`config.mk`:
```
export PLATFORM = sky130hd
export DESIGN_NAME = alu_seq
export DESIGN_NICKNAME = d
export VERILOG_FILES = /design/src/rtl/alu_seq_pkg.sv /design/src/rtl/alu_seq_comb.sv /design/src/rtl/alu_seq.sv
export SDC_FILE = /design/constraint.sdc
export NUM_CORES = 1
export LEC_CHECK = 0
export ABC_AREA = 1
export BUFFER_PORTS_ARGS = -buffer_cell sky130_fd_sc_hd__buf_4
export CORE_ASPECT_RATIO = 0.6
export CORE_MARGIN = 4
export CORE_UTILIZATION = 35
export CTS_BUF_LIST = sky130_fd_sc_hd__clkbuf_2
export DETAILED_ROUTE_END_ITERATION = 10
export HOLD_SLACK_MARGIN = 0.1
export PLACE_DENSITY = 0.49
export SLEW_MARGIN = 20
export SYNTH_ARGS = -nofsm -noshare
export SYNTH_HDL_FRONTEND = slang
export SYNTH_SLANG_ARGS = --single-unit
```
`constraint.sdc`:
```
create_clock -name clk -period 4.3 [get_ports clk]
set_input_delay 0.43 -clock clk [delete_from_list [all_inputs] [get_ports clk]]
set_output_delay 0.43 -clock clk [all_outputs]
set_load 0.005 [all_outputs]
```
`src/rtl/alu_seq_pkg.sv`:
```
// Shared opcode encodings, FSM state type and opcode-class helper for alu_seq.
package alu_seq_pkg;

    localparam logic [3:0] OP_ADD  = 4'd0;
    localparam logic [3:0] OP_SUB  = 4'd1;
    localparam logic [3:0] OP_AND  = 4'd2;
    localparam logic [3:0] OP_OR   = 4'd3;
    localparam logic [3:0] OP_XOR  = 4'd4;
    localparam logic [3:0] OP_INC  = 4'd5;
    localparam logic [3:0] OP_DEC  = 4'd6;
    localparam logic [3:0] OP_PASS = 4'd7;
    localparam logic [3:0] OP_SHL  = 4'd8;
    localparam logic [3:0] OP_SHR  = 4'd9;
    localparam logic [3:0] OP_ASR  = 4'd10;
    localparam logic [3:0] OP_ROL  = 4'd11;
    localparam logic [3:0] OP_ROR  = 4'd12;
    localparam logic [3:0] OP_MUL  = 4'd13;

    typedef enum logic [1:0] {IDLE, BUSY, DONE} state_e;

    function automatic logic is_shift(input logic [3:0] op);
        return (op >= OP_SHL) && (op <= OP_ROR);
    endfunction

endpackage

```
`src/rtl/alu_seq_comb.sv`:
```
// Single-cycle ALU operations (ADD..PASS): result, carry/borrow and signed overflow.
module alu_seq_comb
    import alu_seq_pkg::*;
#(
    parameter int unsigned WIDTH = 8
) (
    input  logic [WIDTH-1:0] a_i,
    input  logic [WIDTH-1:0] b_i,
    input  logic [3:0]       op_i,
    output logic [WIDTH-1:0] result_o,
    output logic             carry_o,
    output logic             overflow_o
);

    localparam int unsigned MSB = WIDTH - 1;
    localparam logic [WIDTH-1:0] MAX_POS = {1'b0, {(WIDTH-1){1'b1}}};
    localparam logic [WIDTH-1:0] MIN_NEG = {1'b1, {(WIDTH-1){1'b0}}};

    logic [WIDTH:0] ext;

    always_comb begin
        result_o   = '0;
        carry_o    = 1'b0;
        overflow_o = 1'b0;
        ext        = '0;
        case (op_i)
            OP_ADD: begin
                ext        = {1'b0, a_i} + {1'b0, b_i};
                result_o   = ext[WIDTH-1:0];
                carry_o    = ext[WIDTH];
                overflow_o = (a_i[MSB] == b_i[MSB]) && (result_o[MSB] != a_i[MSB]);
            end
            OP_SUB: begin
                // Top bit of the extended difference is the borrow (A < B).
                ext        = {1'b0, a_i} - {1'b0, b_i};
                result_o   = ext[WIDTH-1:0];
                carry_o    = ext[WIDTH];
                overflow_o = (a_i[MSB] != b_i[MSB]) && (result_o[MSB] != a_i[MSB]);
            end
            OP_AND:  result_o = a_i & b_i;
            OP_OR:   result_o = a_i | b_i;
            OP_XOR:  result_o = a_i ^ b_i;
            OP_INC: begin
                ext        = {1'b0, a_i} + (WIDTH+1)'(1);
                result_o   = ext[WIDTH-1:0];
                carry_o    = ext[WIDTH];
                overflow_o = (a_i == MAX_POS);
            end
            OP_DEC: begin
                ext        = {1'b0, a_i} - (WIDTH+1)'(1);
                result_o   = ext[WIDTH-1:0];
                carry_o    = ext[WIDTH];
                overflow_o = (a_i == MIN_NEG);
            end
            OP_PASS: result_o = a_i;
            default: result_o = '0;
        endcase
    end

endmodule

```
`src/rtl/alu_seq.sv`:
```
// Registered ALU with valid/ready handshake, iterative shift/rotate and shift-add multiply.
module alu_seq
    import alu_seq_pkg::*;
#(
    parameter int unsigned WIDTH = 8,
    parameter int unsigned SW    = $clog2(WIDTH)
) (
    input  logic             clk,
    input  logic             rst,
    input  logic             in_valid,
    output logic             in_ready,
    input  logic [WIDTH-1:0] A,
    input  logic [WIDTH-1:0] B,
    input  logic [3:0]       opcode,
    output logic             out_valid,
    input  logic             out_ready,
    output logic [WIDTH-1:0] Result,
    output logic             Zero,
    output logic             Carry,
    output logic             Negative,
    output logic             Overflow,
    output logic             Illegal
);

    localparam int unsigned CW = $clog2(WIDTH + 1);

    state_e               state_q, state_d;
    logic [3:0]           op_q;
    logic [2*WIDTH-1:0]   work_q;
    logic [WIDTH-1:0]     mcand_q;
    logic [CW-1:0]        cnt_q;
    logic [WIDTH-1:0]     res_q;
    logic                 carry_q, ovf_q, ill_q;

    logic [WIDTH-1:0]     comb_res;
    logic                 comb_carry, comb_ovf;
    logic                 accept, legal, single, needs_iter;
    logic [SW-1:0]        count_in;
    logic [WIDTH-1:0]     lo;
    logic [WIDTH:0]       mul_sum;
    logic [2*WIDTH-1:0]   work_step;
    logic                 fin_c, last_step;

    alu_seq_comb #(
        .WIDTH (WIDTH)
    ) u_comb (
        .a_i        (A),
        .b_i        (B),
        .op_i       (opcode),
        .result_o   (comb_res),
        .carry_o    (comb_carry),
        .overflow_o (comb_ovf)
    );

    assign accept     = in_valid && (state_q == IDLE);
    assign legal      = (opcode <= OP_MUL);
    assign single     = (opcode <= OP_PASS);
    assign count_in   = B[SW-1:0];
    assign needs_iter = legal && ((is_shift(opcode) && (count_in != '0)) || (opcode == OP_MUL));
    assign last_step  = (cnt_q == CW'(1));

    // One bit step of the iterative datapath; MUL keeps {product_hi, multiplier} in work_q.
    always_comb begin
        lo        = work_q[WIDTH-1:0];
        mul_sum   = '0;
        work_step = work_q;
        fin_c     = 1'b0;
        case (op_q)
            OP_SHL: begin work_step[WIDTH-1:0] = {lo[WIDTH-2:0], 1'b0};       fin_c = lo[WIDTH-1]; end
            OP_SHR: begin work_step[WIDTH-1:0] = {1'b0, lo[WIDTH-1:1]};       fin_c = lo[0];       end
            OP_ASR: begin work_step[WIDTH-1:0] = {lo[WIDTH-1], lo[WIDTH-1:1]}; fin_c = lo[0];      end
            OP_ROL: begin work_step[WIDTH-1:0] = {lo[WIDTH-2:0], lo[WIDTH-1]}; fin_c = lo[WIDTH-1]; end
            OP_ROR: begin work_step[WIDTH-1:0] = {lo[0], lo[WIDTH-1:1]};       fin_c = lo[0];      end
            default: begin
                mul_sum = work_q[0] ? ({1'b0, work_q[2*WIDTH-1:WIDTH]} + {1'b0, mcand_q})
                                    : {1'b0, work_q[2*WIDTH-1:WIDTH]};
                work_step = {mul_sum, work_q[WIDTH-1:1]};
                fin_c     = |work_step[2*WIDTH-1:WIDTH];
            end
        endcase
    end

    always_ff @(posedge clk or posedge rst) begin
        if (rst) begin
            state_q <= IDLE;
        end else begin
            state_q <= state_d;
        end
    end

    always_comb begin
        state_d = state_q;
        case (state_q)
            IDLE:    if (in_valid) state_d = needs_iter ? BUSY : DONE;
            BUSY:    if (last_step) state_d = DONE;
            DONE:    if (out_ready) state_d = IDLE;
            default: state_d = IDLE;
        endcase
    end

    always_ff @(posedge clk or posedge rst) begin
        if (rst) begin
            op_q    <= '0;
            work_q  <= '0;
            mcand_q <= '0;
            cnt_q   <= '0;
            res_q   <= '0;
            carry_q <= 1'b0;
            ovf_q   <= 1'b0;
            ill_q   <= 1'b0;
        end else if (accept) begin
            op_q  <= opcode;
            ovf_q <= 1'b0;
            ill_q <= 1'b0;
            if (!legal) begin
                res_q   <= '0;
                carry_q <= 1'b0;
                ill_q   <= 1'b1;
            end else if (single) begin
                res_q   <= comb_res;
                carry_q <= comb_carry;
                ovf_q   <= comb_ovf;
            end else if (is_shift(opcode)) begin
                work_q <= {{WIDTH{1'b0}}, A};
                cnt_q  <= CW'(count_in);
                if (count_in == '0) begin
                    res_q   <= A;
                    carry_q <= 1'b0;
                end
            end else begin
                work_q  <= {{WIDTH{1'b0}}, B};
                mcand_q <= A;
                cnt_q   <= CW'(WIDTH);
            end
        end else if (state_q == BUSY) begin
            work_q <= work_step;
            cnt_q  <= cnt_q - CW'(1);
            if (last_step) begin
                res_q   <= work_step[WIDTH-1:0];
                carry_q <= fin_c;
            end
        end
    end

    always_comb begin
        in_ready  = (state_q == IDLE);
        out_valid = (state_q == DONE);
        Result    = res_q;
        Zero      = (res_q == '0);
        Negative  = res_q[WIDTH-1];
        Carry     = carry_q;
        Overflow  = ovf_q;
        Illegal   = ill_q;
    end

endmodule

```
After elaboration in Yosys (flattened, before gate mapping)
Cells that the tools add are included.
{"block": "totals", "reg_bits": 45, "ramBits": 0, "mem_bits_ro": 0, "output_inout_bits": 15, "inputBits": 24, "latchBits": 0, "n_memories": 0, "wordCells": 117}
{"block": "classes", "reduce_logical": 23, "div_mod_pow": 0, "addsub": 6, "order_cmp": 4, "bitwise_logic": 5, "eq_ne": 30, "mux": 39, "n_mul": 0, "shift": 0}
{"cell": "two-way mux 8 bit", "n": 9}
{"cell": "two-way mux 16 bit", "n": 4}
{"cell": "one-hot mux 8 bit (8 select lines)", "n": 1}
{"cell": "one-hot mux 8 bit (5 select lines)", "n": 1}
{"cell": "equality test 4 bit, second input constant", "n": 6}
{"cell": "two-way mux 4 bit", "n": 5}
{"cell": "adder 8 x 8 -> 9 bit", "n": 2}
{"cell": "equality test 4 x 3 -> 1 bit, second input constant", "n": 4}
{"cell": "AND reduction 4 bit", "n": 3}
{"cell": "two-way mux 1 bit", "n": 10}
{"cell": "adder 8 x 1 -> 9 bit, second input constant", "n": 1}
{"cell": "two-way mux 9 bit", "n": 1}
{"cell": "subtractor 8 x 1 -> 9 bit, second input constant", "n": 1}
{"cell": "subtractor 8 x 8 -> 9 bit", "n": 1}
{"cell": "AND 8 bit", "n": 1}
{"cell": "equality test 4 x 1 -> 1 bit, second input constant", "n": 2}
{"cell": "equality test 4 x 2 -> 1 bit, second input constant", "n": 2}
{"cell": "equality test 8 x 7 -> 1 bit, second input constant", "n": 1}
{"cell": "equality test 8 bit, second input constant", "n": 1}
{"cell": "less-or-equal comparator 4 bit, second input constant", "n": 2}
{"cell": "zero test 8 bit", "n": 1}
{"cell": "two-way mux 2 bit", "n": 4}
{"cell": "!= test 4 x 2 -> 1 bit, second input constant", "n": 2}
{"cell": "OR 8 bit", "n": 1}
{"cell": "other kinds (26)", "n": 41}

Logic depth before layout (Yosys ltp)
Gate-level depths: netlist of run 1.
{"block": "logic_depth", "word_depth": 8, "mapped_depth": 19, "mapped_depth_nobuf": 19}

Modules after synthesis
From an unflattened synthesis of run 1, not the netlist that was laid out.
{"block": "unflattened", "cells_unflattened": 712, "hier_area_um2": 4634.4}
{"mod": "alu_seq", "seq_area_each_um2": 1126.1, "cells_each": 402, "n_inst": 1, "area_each_um2": 2956.6}
{"mod": "alu_seq_comb", "seq_area_each_um2": 0.0, "cells_each": 310, "n_inst": 1, "area_each_um2": 1677.9}

Worst setup path after synthesis of run 1
OpenSTA, ideal clock, no wires.
{"block": "synth_path", "kind": "input to register", "start": "input A[0]", "end": "register res_q[6] (netlist: Result[6])", "path_stages": 14, "t_arrival_ns": 2.002, "t_required_ns": 4.179, "setup_ns": 0.121, "slack_ns": 2.177, "path_buffers": 0, "cell_sequence": "inv_1 -> ha_1 -> fa_1 -> inv_1 -> nand3_1 -> nand2_1 -> nand2_1 -> nand2_1 -> a21oi_1 -> or2_2 -> nand3_1 -> nand3_1 -> nand2_1 -> a21oi_1"}
{"block": "synth_via", "elab_chain_cells": 5, "elab_cells_between_ends": 8, "classes_between": "add/sub: 4; mux: 4"}
{"item": "start, declared", "line": "alu_seq.sv:12", "source": "input logic [WIDTH-1:0] A,"}
{"item": "subtractor 8 x 1 -> 9 bit, or another cell as far along", "line": "alu_seq_comb.sv:50", "source": "ext = {1'b0, a_i} - (WIDTH+1)'(1);"}
{"item": "one-hot mux 8 bit (8 select lines) *", "line": "alu_seq_comb.sv:26", "source": "case (op_i)"}
{"item": "two-way mux 8 bit *", "line": "alu_seq.sv:119", "source": "end else if (single) begin"}
{"item": "two-way mux 8 bit *", "line": "alu_seq.sv:115", "source": "if (!legal) begin"}
{"item": "two-way mux 8 bit *", "line": "alu_seq.sv:111", "source": "end else if (accept) begin"}
{"item": "end signal, assigned", "line": "alu_seq.sv:120", "source": "res_q <= comb_res;"}
{"item": "end signal, assigned", "line": "alu_seq.sv:139", "source": "res_q <= work_step[WIDTH-1:0];"}
{"item": "end, declared", "line": "alu_seq.sv:32", "source": "logic [WIDTH-1:0] res_q;"}
Mark *: on every way between the ends. The rest lies on a longest branch, timed or not.
A chain may end at the register's enable or synchronous reset.

Worst setup path after layout of run 1
{"block": "layout_path", "start": "register state_q[0]", "end": "register work_q[0]"}
{"block": "layout_via", "elab_chain_cells": 4, "elab_cells_between_ends": 8, "classes_between": "eq/ne: 3; mux: 1; reduce/logical: 4"}
{"item": "start, declared", "line": "alu_seq.sv:27", "source": "state_e state_q, state_d;"}
{"item": "start signal, assigned", "line": "alu_seq.sv:87", "source": "state_q <= state_d;"}
{"item": "zero test 2 bit", "line": "alu_seq.sv:55", "source": "assign accept = in_valid && (state_q == IDLE);"}
{"item": "logical AND 1 bit", "line": "alu_seq.sv:55"}
{"item": "!= test 2 bit (no source line), or another cell as far along"}
{"item": "AND reduction 3 bit (no source line)"}
{"item": "end signal, assigned", "line": "alu_seq.sv:124", "source": "work_q <= {{WIDTH{1'b0}}, A};"}
{"item": "end signal, assigned", "line": "alu_seq.sv:131", "source": "work_q <= {{WIDTH{1'b0}}, B};"}
{"item": "end signal, assigned", "line": "alu_seq.sv:136", "source": "work_q <= work_step;"}
{"item": "end, declared", "line": "alu_seq.sv:29", "source": "logic [2*WIDTH-1:0] work_q;"}
Several ways; a longest one is shown, not always the timed one.

==> results of run 1 <==
==> Yosys cell counts, types with 2 or more instances <==
cell type / n
sky130_fd_sc_hd__nand2_1: 158
sky130_fd_sc_hd__inv_1: 85
sky130_fd_sc_hd__nand3_1: 62
sky130_fd_sc_hd__nor2_1: 57
sky130_fd_sc_hd__o21ai_0: 48
sky130_fd_sc_hd__a21oi_1: 47
sky130_fd_sc_hd__dfrtp_1: 45
sky130_fd_sc_hd__ha_1: 38
sky130_fd_sc_hd__inv_2: 13
sky130_fd_sc_hd__nor3_1: 13
sky130_fd_sc_hd__o21ai_1: 11
sky130_fd_sc_hd__o22ai_1: 11
sky130_fd_sc_hd__nand4_1: 10
sky130_fd_sc_hd__clkbuf_1: 6
sky130_fd_sc_hd__a22oi_1: 5
sky130_fd_sc_hd__buf_2: 4
sky130_fd_sc_hd__nor4_1: 4
sky130_fd_sc_hd__a31oi_1: 3
sky130_fd_sc_hd__buf_4: 3
sky130_fd_sc_hd__clkinv_1: 3
sky130_fd_sc_hd__fa_1: 3
sky130_fd_sc_hd__nor2_2: 3
sky130_fd_sc_hd__nor2_4: 3
sky130_fd_sc_hd__o21ai_2: 3
sky130_fd_sc_hd__o31ai_1: 3
sky130_fd_sc_hd__or2_2: 3
sky130_fd_sc_hd__xor2_1: 3
sky130_fd_sc_hd__a211oi_1: 2
sky130_fd_sc_hd__a21oi_4: 2
sky130_fd_sc_hd__buf_6: 2
sky130_fd_sc_hd__o221ai_1: 2
==> worst max-delay path, cell delays in order (launching register included) <==
cell and delay (ps):
sky130_fd_sc_hd__dfrtp_1 500, sky130_fd_sc_hd__nor2_1 100, sky130_fd_sc_hd__nand2_1 430, sky130_fd_sc_hd__buf_4 360, sky130_fd_sc_hd__nand2_1 110, sky130_fd_sc_hd__o41ai_1 580
sky130_fd_sc_hd__inv_1 140, sky130_fd_sc_hd__a31oi_1 150
==> worst min-delay path by stage <==
stage / from / to / slack [ps] / cells past startpoint
after global routing: rst / op_q[0]$_DFFE_PP0P_ / 100 / 2
after global placement: cnt_q[2]$_DFFE_PP0P_ / cnt_q[2]$_DFFE_PP0P_ / 470 / 1
after floorplan: op_q[2]$_DFFE_PP0P_ / op_q[2]$_DFFE_PP0P_ / 450 / 2
after CTS: rst / op_q[2]$_DFFE_PP0P_ / 200 / 2
final: rst / work_q[6]$_DFFE_PP0P_ / 60 / 2
after detailed placement: cnt_q[2]$_DFFE_PP0P_ / cnt_q[2]$_DFFE_PP0P_ / 480 / 1
==> layer usage <==
layer | up-vias | global-route usage (%) | part of all wire (%)
met5 | - | 0 | 0
met4 | 0 | 2.52 | 0.35
met3 | 4 | 3.25 | 7.6
met2 | 168 | 26.9 | 36
met1 | 2173 | 36.6 | 56
li1 | 2283 | - | -
==> flip-flops by register name (all words and copies together) (netlist names) <==
signal    count
Carry         1
Illegal       1
Overflow      1
Result        8
cnt_q         4
mcand_q       8
op_q          4
state_q       2
work_q       16
==> placed cells by master, fill, tap and decap left out, drive strengths merged, types with 14 or more instances in the layout <==
master,instances
buf,39
o21ai,62
dfrtp,45
nor2,64
ha,38
nand2,160
inv,99
nand3,62
a21oi,49
nor3,14
==> area by class of cell <==
cell class	count	share of cell area (%)
clock inverter	3	0.436
tap	165	4.24
clock buffer	5	0.513
inverter	102	7.93
sequential	45	23.1
multi-input combinational	508	57.6
timing repair buffer	40	6.21
==> through the flow <==
| step | utilization (%) | cell area (µm²) |
|---|---|---|
| floorplan | - | 4400 |
| global placement | 39.5 | 4820 |
| detailed placement | 39.5 | 4820 |
| CTS | 40.0 | 4870 |
| global route | 40.0 | 4870 |
| finish | 40.0 | 4870 |
==> kinds of logic after synthesis <==
family | count (synthesis) | synth area share [%]
and+or+nand+nor | 319 | 31.8
adders and majority gates | 41 | 12.2
AOI/OAI and AO/OA | 145 | 19.1
xor gates and xnor gates | 3 | 0.597
buffers and inverters | 117 | 10.7
DFF | 45 | 25.6
==> report_power, final <==
part / internal (mW) / switching, mW
Clock: 0.0413 / 0.169
Combinational: 0.555 / 1.01
Sequential: 0.616 / 0.176
==> results list, run 1 <==
- The run finished with clean final reports.
* Total power: between 2 and 3 mW
* Crit Reg-Reg Startpoint: state_q[0]$_DFFE_PP0P_
- During I/O placement, the number of pins put on the boundary was 39.
* Total number of clock tree sinks: between 40 and 50
- STA classifies the critical path startpoint as a flip-flop.
- Setup violations remaining at the end of the flow were counted as 0.
* Data arrival, critical path: 2810 ps
- Antenna-violating nets left: 0
- In the global route stage, overall resource usage came out at a little over a fifth.
- The setup path with the least slack is of type reg2reg.
- Cells taking the most area after synthesis: sky130_fd_sc_hd__dfrtp_1 (26%), sky130_fd_sc_hd__nand2_1 (13%), sky130_fd_sc_hd__ha_1 (11%)
* Die height: roughly 95 µm
- Latest clock arrival within the worst-skew pair: between 400 and 500 ps
- Counting the fill cells in the layout gives ~1400.
* CP required: between 4000 and 5000 ps
- The via count of the first global-routing pass came to between 4000 and 5000.
- TritonCTS clock tree: built
- Area taken by multi-input logic gates: about 2800 µm²
- After global routing the overflow that remains totals 0.
- Setup total negative slack on the finished layout was measured at 0 ps.
- Highest clock frequency the design can meet: 416 MHz
- In the routed design, unresolved DRC markers number 0.
- In this run the register-to-register setup slack is around 1900 ps.
* Worst setup margin: about 1900 ps
- Number of antenna violations at the first check in global routing: 0
* Wire length of the first global-routing pass: between 20000 and 25000 µm
* H-tree levels: 2
- Hold Buf Count CTS: 1
- The Yosys step of the flow raised 0 warnings.
* Initial Util: 36.2%
- The average instance in the mapped netlist occupies ~6.6 µm².
- Buffer count from post-CTS setup fixing: 0
- Initial DRT Pass Iterations: 5
- The wire-length estimate of the detail-placed layout is 12300 µm.
- Count of port buffers added during placement: 38
* Cell accounting for the most synthesized area: sky130_fd_sc_hd__dfrtp_1
- Class of the tightest hold or removal check: in2async
- Synthesis produced a netlist with a net count of approximately 740.
* Final hold violation count: 0
- Routability congestion estimate: between 0.9 and 1
- Post-cts resize count: 0
- Worst slack, placed: 1720 ps
- IR analysis of the VDD net gives a maximum drop of about 0.14 mV.
* Maximum number of pins on one net before global-route repair: 46
- Unrepaired setup endpoints after global routing: no
- In this run, synthesis produced a sequential element count of 45.
- Of all nets on the critical path, the largest fanout is 21.
- Number of flops mapped to enable cells by yosys: 0
- Total die area: approximately 15000 µm²
* Number of diodes added for antenna fixing: 0
- In the final design database the tool counted between 700 and 800 nets.
- Final wirelength: roughly 15000 µm
- On the final layout, the worst clock skew is 14.8 ps.
* Count of routing violations after the opening detailed-route iteration: between 500 and 600
- Post-synthesis cell area: between 4000 and 5000 µm²
- Worst-margin pin slew: between 800 and 900 ps
- Slew headroom: between 40 and 50%
- Number of instances in the synthesized netlist: 670
- For this design the static power due to leakage is ~2.5 nW.
- FP Rows: 31
- Dividing the detail-routed via count by the number of cells gives around 5.3.
- Max clock buf depth: 2
- Layout cell share with drive strength beyond 1: a little under an eighth
- The most used flip-flop cell after synthesis is sky130_fd_sc_hd__dfrtp_1.
- Die W: around 150 µm
- Vias after detailed routing: roughly 4600
- After clock tree synthesis, the clock-pin slew on the worst setup and hold paths is about 290 ps.
- Pwr dens: about 530 nW/µm²
- Sequential cell area fraction in the yosys report: 25.6%
- The worst register-to-register path ends at work_q[0]$_DFFE_PP0P_.
- In the final layout, flip-flops and latches occupy about 1100 µm².
- Layout area overhead: 10.7%
- Hold slack final: around 57 ps
- Tracing the worst setup path back leads to its startpoint at state_q[0]$_DFFE_PP0P_.
- Endpoint type of the worst setup path: flip-flop
- In this run, distinct cell masters in the synthesized netlist total between 40 and 50.
* Root buf cell: sky130_fd_sc_hd__clkbuf_2
- Counting the buffers created by CTS gives 5.
- Depth of the most critical reg-to-reg path: 7
- The most critical setup path has its endpoint at work_q[0]$_DFFE_PP0P_.
- Crit path time final: ~2400 ps
- Max-cap violation count: 0
- Average routed wire per standard cell: between 15 and 20 µm
* Final cycle utilization of the critical path: between 50 and 60%
- Leaving out filler cells and counting taps, the final layout contains slightly below 900.
* Top cell type's share of synthesized area: roughly 26%
- The final count of pins violating max slew is 0.
- The floorplan step defined a core boundary enclosing between 10000 and 15000 µm².
- After synthesis, the share of flip-flops with an asynchronous set or reset is 100%.
* DP Cell Count: 859
No activity file was read; power rests on OpenSTA's default activity.
==> run 2, diff against run 1 <==
- clock period: 4.3 -> 2.25 ns (I/O delays scaled with it)
==> run 2 against run 1 <==
Hold slack improved by 88 ps. Clock power grew 85%. Via count is 3.1% higher. Flip-flop and latch count is the same. Largest power group unchanged.
==> results list, run 2 (synthesized netlist as in run 1, its figures left out) <==
- The ratio of total power to cell area was 977 nW/µm² (+86%).
- The sequential cell area in the final layout was 1130 µm² (unchanged).
- Top register by number of flip-flops: work_q
- The die outline height came to 94.9 µm (unchanged).
* Reg-to-reg critical path endpoint: Carry$_DFFE_PP0P_
- Layout cell share with drive strength beyond 1: 17.0% (+5.5 points)
* Core footprint: 12200 µm² (unchanged)
- Initial Util: 36.2% (unchanged)
* FP Rows: 31 (unchanged)
- Final-report max-slew violation count: 0 (unchanged)
* Hold Path End: op_q[2]$_DFFE_PP0P_
- Wire length of the first global-routing pass: 23800 µm (-0.35%)
- The final HPWL from detailed placement came to 12700 µm (+3.3%).
- The maximum clock skew at final layout was 37.1 ps (+22.3 ps).
- The area of the die was 14500 µm² (unchanged).
- Root buf cell: sky130_fd_sc_hd__clkbuf_2
* Latest clock arrival within the worst-skew pair: 480 ps (+20 ps)
* Clk slew on worst S/H paths: 260 ps (-30 ps)
- The number of antenna violations at the first check in global routing is 0 (unchanged).
- The largest net degree at the start of global routing was 29 (-37%).
- TritonCTS built the clock tree.
- The via count of the first global-routing pass came to 4294 (+4.6%).
- Count of port buffers added during placement: 38 (unchanged)
- Critical path fanouts, max: 3 (-86%)
- The number of maximum-capacitance constraint violations is 0 (unchanged).
- The first-pass iteration count of the detailed router is 5 (unchanged).
- Average routed wire per standard cell: 16.8 µm (-4.7%)
- The register-to-register setup slack was 60 ps (-1830 ps).
- Layout area overhead: 18.8%
- The placement-stage worst setup slack came to -49.0 ps (-1770 ps).
* CP required: 2640 ps (-2070 ps)
- Setup repair after global routing could not meet its margin everywhere.
- Fill cells: 1300 (-4.8%)
- Hold-critical path depth: 3
- Slew headroom: 67.3% (+23 points)
* Crit Reg-Reg Startpoint: work_q[8]$_DFFE_PP0P_
- The highest ir drop seen on vdd is 0.318 mV (+130%).
- The number of H-tree levels is 2 (unchanged).
* Total I/O pin count: 39 (unchanged)
- Final hold violation count: 0 (unchanged)
* Die W: 153 µm (unchanged)
- The worst setup path is launched from a flip-flop.
- Buffer count from post-CTS setup fixing: 0 (unchanged)
- Grt total ovfl: 0 (unchanged)
* DRC viols: 0 (unchanged)
- The path class of the tightest hold or removal check is in2reg.
* Crit path time final: 2190 ps (-219 ps)
* Endpoint type of the worst setup path: flip-flop
- Data arrival, critical path: 2580 ps (-230 ps)
* Routability congestion estimate: 0.931 (-4.5%)
- Leaving out fill and tap cells, the most frequent cell in the layout is sky130_fd_sc_hd__nand2_1.
- DP Cell Count: 898 (+4.5%)
- Utilization after layout: 43.0% (+2.9 points)
* Highest clock frequency the design can meet: 458 MHz (+10%)
- Area taken by multi-input logic gates: 2830 µm² (+0.76%)
- Vias per cell: 5.25 (-1.6%)
- The net total in the final layout came to 809 (+5.5%).
* Total global-route track usage: 20.9% (-0.32 points)
* Final wirelength: 15300 µm (-0.10%)
* Leading cell types in the layout, fill and taps excluded: sky130_fd_sc_hd__nand2_1 (156), sky130_fd_sc_hd__inv_1 (83), sky130_fd_sc_hd__buf_4 (77)
- Hold Path Origin: opcode[2]
- Antenna-violating nets left: 0 (unchanged)
- The cell depth of the worst flop-to-flop path was 16 (+9).
* Number of diodes added for antenna fixing: 0 (unchanged)
- Final Instance Count excl. Fillers: 910 (+4.8%)
* Count of routing violations after the opening detailed-route iteration: 393 (-22%)
- Vias after detailed routing: 4773 (+3.1%)
* Critical path class: reg2reg
- The transition time at the pin with the least slew margin is 484 ps (-348 ps).
* Clock buffer count from CTS: 5 (unchanged)
- The leakage power came to 2.66 nW (+8.2%).
- The CTS sink count is 45 (unchanged).
- The flow ran to the end, and the final reports show no timing, DRC or antenna violations.
* Setup violations, final: 0 (unchanged)
- Worst setup margin: 65.0 ps (-1830 ps)
- Final cycle utilization of the critical path: 97.1% (+41 points)
* Number of flip-flops under the largest register name: 16 (unchanged)
- The number of buffers on the longest clock path was 2 (unchanged).
==> run 2: changes by cell type in the layout (fill, tap and decap cells not counted), moves of 2 or more <==
cell / delta
sky130_fd_sc_hd__buf_4: +38
sky130_fd_sc_hd__clkinv_2: -2
sky130_fd_sc_hd__dlygate4sd3_1: +3
sky130_fd_sc_hd__inv_2: +2
sky130_fd_sc_hd__nand2_1: -2
sky130_fd_sc_hd__nand2_2: +2
sky130_fd_sc_hd__nand3_1: -2
sky130_fd_sc_hd__nand3_2: +2
==> run 2: repair_timing <==
action / in CTS / in global routing
hold endpoints to repair: 48 / 0
setup endpoints to repair: 0 / 1
hold buffers: 4 / 0
gates resized for setup: 0 / 8
==> run 2: worst max-delay path by stage <==
stage,end,slack (ps),cells after the start,startpoint
after global placement,Result[2]$_DFFE_PP0P_,-70,10,A[0]
after CTS,Carry$_DFFE_PP0P_,40,16,work_q[8]$_DFFE_PP0P_
after detailed placement,Result[2]$_DFFE_PP0P_,-50,10,A[0]
after global routing,Carry$_DFFE_PP0P_,-110,19,work_q[8]$_DFFE_PP0P_
final,Carry$_DFFE_PP0P_,60,16,work_q[8]$_DFFE_PP0P_
after floorplan,Carry$_DFFE_PP0P_,310,19,work_q[8]$_DFFE_PP0P_
==> run 2: layout make-up <==
type	count	area share (%)
clock buffers	5	0.478
multi-input cells	508	54.0
well taps	165	3.95
inverters	102	7.36
clock inverters	3	0.478
repair buffers	82	12.2
flip-flops and latches	45	21.5
==> run 2: power by group <==
part           internal [mW]  switching, mW
combinational           1.24           1.98
clock                 0.0825          0.308
sequential              1.18          0.332
total                   2.50           2.62
==> run 2: layer usage <==
layer	vias up	wire, µm	GRT usage, %
li1	2367	-	-
met1	2206	8500	36.0
met2	193	5520	26.8
met3	7	1220	2.66
met4	0	69	2.82
met5	-	0	0
==> run 2: critical path, stage by stage (launching register included) <==
cell                      delay [ps]
sky130_fd_sc_hd__dfrtp_1         420
sky130_fd_sc_hd__ha_2            200
sky130_fd_sc_hd__inv_1            50
sky130_fd_sc_hd__fa_1            470
sky130_fd_sc_hd__nand2_1          60
sky130_fd_sc_hd__o21ai_2         100
sky130_fd_sc_hd__nand3_1         120
sky130_fd_sc_hd__a21oi_1         140
sky130_fd_sc_hd__nand3_1         110
sky130_fd_sc_hd__nor2_1          100
sky130_fd_sc_hd__nand2_1          60
sky130_fd_sc_hd__nand2_1          50
sky130_fd_sc_hd__nand2_1          50
sky130_fd_sc_hd__nand2_1          50
sky130_fd_sc_hd__nand2_1          50
sky130_fd_sc_hd__nand2_1          60
sky130_fd_sc_hd__nand2_1          50
==> run 2: per-stage QoR <==
step	power (mW)	TNS, ps	area [µm²]	hold WS, ps
detailed placement	4.64	-49.0	5120	252
finish	5.11	0	5230	145
global route	5.58	-107	5230	132
global placement	4.63	-68.0	5120	248
CTS	5.03	0	5210	110
floorplan	3.56	0	4400	311
==> run 3, diff against run 2 <==
==> constraint.sdc (replaced) <==
create_clock -name clk -period 2.25 [get_ports clk]
set_input_delay 0.45 -clock clk [delete_from_list [all_inputs] [get_ports clk]]
set_output_delay 0.45 -clock clk [all_outputs]
set_load 0.005 [all_outputs]
==> run 3 against run 2 <==
Global-route usage rose by 0.21 points. Power rose by 3.7%. Hold slack got worse by 57 ps. Critical path depth did not move. Worst setup slack got worse by 12 ps. Die area did not move. Sequential power barely moved. Non-clock buffer count rose by 24. Count of clock-buffer cells in the layout did not move. Cell count rose by 2.6%.
==> results list, run 3 (synthesized netlist as in run 1, its figures left out) <==
- Status: finished clean
- The number of placed cells counting well taps is 922 (+2.7%).
- The die width was 153 µm (unchanged).
- The post-CTS clock slew at the launch and capture registers of the worst setup and hold paths came to 290 ps (+30 ps).
* Leading cell types in the layout, fill and taps excluded: sky130_fd_sc_hd__nand2_1 (154), sky130_fd_sc_hd__buf_4 (105), sky130_fd_sc_hd__inv_1 (82)
- The first-iteration detailed-routing DRC count was 409 (+4.1%).
* Maximum number of pins on one net before global-route repair: 46 (+59%)
- The highest ir drop seen on vdd was 0.321 mV (+0.86%).
* Number of flip-flops under the largest register name: 16 (unchanged)
- Total I/O pin count: 39 (unchanged)
- The ratio of total power to cell area is 977 nW/µm² (about the same).
- The total vias in the final route was 4725 (-1.0%).
- Grouping stages by cell kind, the critical path spends the most delay in simple AND/OR/NAND/NOR gates.
- The residual overflow from global routing is 0 (unchanged).
- The total inserted antenna cells was 0 (unchanged).
- Fill cells: 1307 (+0.54%)
- Latest clock arrival within the worst-skew pair: 460 ps (-20 ps)
* Routability congestion estimate: 0.928 (-0.23%)
- Static leakage: 2.78 nW (+4.5%)
- Total power: 5.30 mW (+3.7%)
* Crit Reg-Reg Startpoint: mcand_q[0]$_DFFE_PP0P_
- Antenna-violating nets left: 0 (unchanged)
- CP required: 2610 ps (-30 ps)
* Worst-margin pin slew: 581 ps (+97.6 ps)
* DRC viols: 0 (unchanged)
* Data arrival, critical path: 2560 ps (-20 ps)
- The net total in the final layout came to 833 (+3.0%).
- Root buf cell: sky130_fd_sc_hd__clkbuf_2
* Vias per cell: 5.06 (-3.5%)
- Via count of the first global-routing pass: 4316 (+0.51%)
- The post-route cell area came to 5430 µm² (+3.7%).
* Die height: 94.9 µm (unchanged)
- Total number of clock tree sinks: 45 (unchanged)
* Layout cell share with drive strength beyond 1: 20.9% (+3.9 points)
* Class of the tightest hold or removal check: in2async
* Setup violations, final: 0 (unchanged)
- From synthesis to final layout, the design area changed by 23.2%.
- Highest clock frequency the design can meet: 455 MHz (-0.54%)
* Crit path time final: 2200 ps (+11.9 ps)
- Final Instance Count excl. Fillers: 934 (+2.6%)
* Setup TNS: 0 ps (unchanged)
- Sequential Area: 1130 µm² (unchanged)
- Core footprint: 12200 µm² (unchanged)
- Max clock buf depth: 2 (unchanged)
- More flip-flops sit in one register than any other, and that register is work_q.
* FP Rows: 31 (unchanged)
- The cell depth of the worst flop-to-flop path is 16 (unchanged).
* Unrepaired setup endpoints after global routing: yes
* Total die area: 14500 µm² (unchanged)
- H-tree levels: 2 (unchanged)
- The final wirelength was 15300 µm (-0.16%).
- Wire length of the first global-routing pass: 24100 µm (+0.93%)
- Count of port buffers added during placement: 38 (unchanged)
* Number of buffer and inverter stages on the critical path: 1 (unchanged)
- Initial DRT Pass Iterations: 5 (unchanged)
* Number of antenna violations at the first check in global routing: 0 (unchanged)
* Crit-path slowest cell: sky130_fd_sc_hd__fa_2
* Initial Util: 36.2% (unchanged)
- In this run the critical register-to-register path is captured at Carry$_DFFE_PP0P_.
* WP depth: 16 (unchanged)
* Critical path fanouts, max: 3 (unchanged)
- The number of maximum-capacitance constraint violations came to 0 (unchanged).
- Slew headroom: 61.3% (-6.1 points)
- Final cycle utilization of the critical path: 97.6% (+0.53 points)
- Total placed instance area: 5290 µm² (+3.3%)
- The average detailed-routed wire length per instance came to 16.4 µm (-2.7%).
* Crit path cell chain: ha_4 -> inv_2 -> fa_2 -> nand2_2 -> o21ai_2 -> nand3_2 -> a21oi_2 -> nand3_1 -> nor2_1 -> nand2_1 -> nand2_1 -> nand2_1 -> nand2_1 -> nand2_1 -> nand2_1 -> nand2_1
- STA classifies the critical path startpoint as a flip-flop.
* Half-perimeter wire length after detailed placement: 12700 µm (-0.36%)
- Dominant cell type by count on the critical path: sky130_fd_sc_hd__nand2_1
- The hold violation count in the final report came to 0 (unchanged).
* Delay of the slowest cell on the worst path: 520 ps (+50 ps)
* Total global-route track usage: 21.1% (+0.21 points)
- TritonCTS built the clock tree.
- Final setup skew: 36.9 ps (-0.141 ps)
- FF-to-FF setup slack: 50 ps (about the same)
- Final-report max-slew violation count: 0 (unchanged)
* Clock buffer count from CTS: 5 (unchanged)
* Endpoint type of the worst setup path: flip-flop
- The worst hold margin was 87.5 ps (-57.3 ps).
* Most common cell after layout, fill and taps aside: sky130_fd_sc_hd__nand2_1
* Critical path class: reg2reg
- The area of the multi-input gates came to 2860 µm² (+1.3%).
run 3: cell type report:
| cell class | count | share of cell area (%) |
|---|---|---|
| Clock buffer | 5 | 0.461 |
| Clock inverter | 3 | 0.415 |
| Inverter | 102 | 7.10 |
| Multi-Input combinational cell | 508 | 52.8 |
| Sequential cell | 45 | 20.7 |
| Tap cell | 165 | 3.80 |
| Timing Repair Buffer | 106 | 14.7 |
run 3: per-layer routing:
layer | wire length, µm | vias up | track usage [%]
met3 | 914 | 4 | 2.98
li1 | - | 2419 | -
met4 | 58 | 0 | 2.37
met1 | 8670 | 2158 | 35.7
met5 | 0 | - | 0
met2 | 5650 | 144 | 28.0
run 3: through the flow:
| stage | worst slack [ps] | util (%) |
|---|---|---|
| 3_3_place_gp | -213 | 43.4 |
| 4_1_cts | 12.6 | 44.0 |
| 3_5_place_dp | -185 | 43.4 |
| 2_1_floorplan | 107 | - |
| 5_1_grt | -56.7 | 44.6 |
| 6_report | 53.1 | 44.6 |
run 3: power by group:
| group | leakage [nW] | internal, mW | switching [mW] |
|---|---|---|---|
| logic | 2.20 | 1.38 | 2.02 |
| clock network | 0.0329 | 0.0797 | 0.305 |
| registers | 0.549 | 1.18 | 0.336 |
| total | 2.78 | 2.64 | 2.66 |
run 3: worst min-delay path, stage by stage:
cell and delay, ps:
sky130_fd_sc_hd__buf_4 110, sky130_fd_sc_hd__inv_2 30, sky130_fd_sc_hd__buf_4 480
run 3: what timing repair did:
item,4_1_cts,5_1_grt
pin swaps,1,5
buffers inserted,0,3
gates resized for setup,4,12
hold buffers,1,0
hold endpoints to repair,1,0
endpoints found under the setup margin,1,1
run 3: worst max path at each step:
stage	start	to	slack, ps
2_1_floorplan	A[0]	Result[6]$_DFFE_PP0P_	110
3_3_place_gp	A[0]	Result[2]$_DFFE_PP0P_	-210
3_5_place_dp	A[0]	Result[2]$_DFFE_PP0P_	-180
4_1_cts	work_q[8]$_DFFE_PP0P_	Carry$_DFFE_PP0P_	10
5_1_grt	mcand_q[0]$_DFFE_PP0P_	Carry$_DFFE_PP0P_	-60
6_report	mcand_q[0]$_DFFE_PP0P_	Carry$_DFFE_PP0P_	50
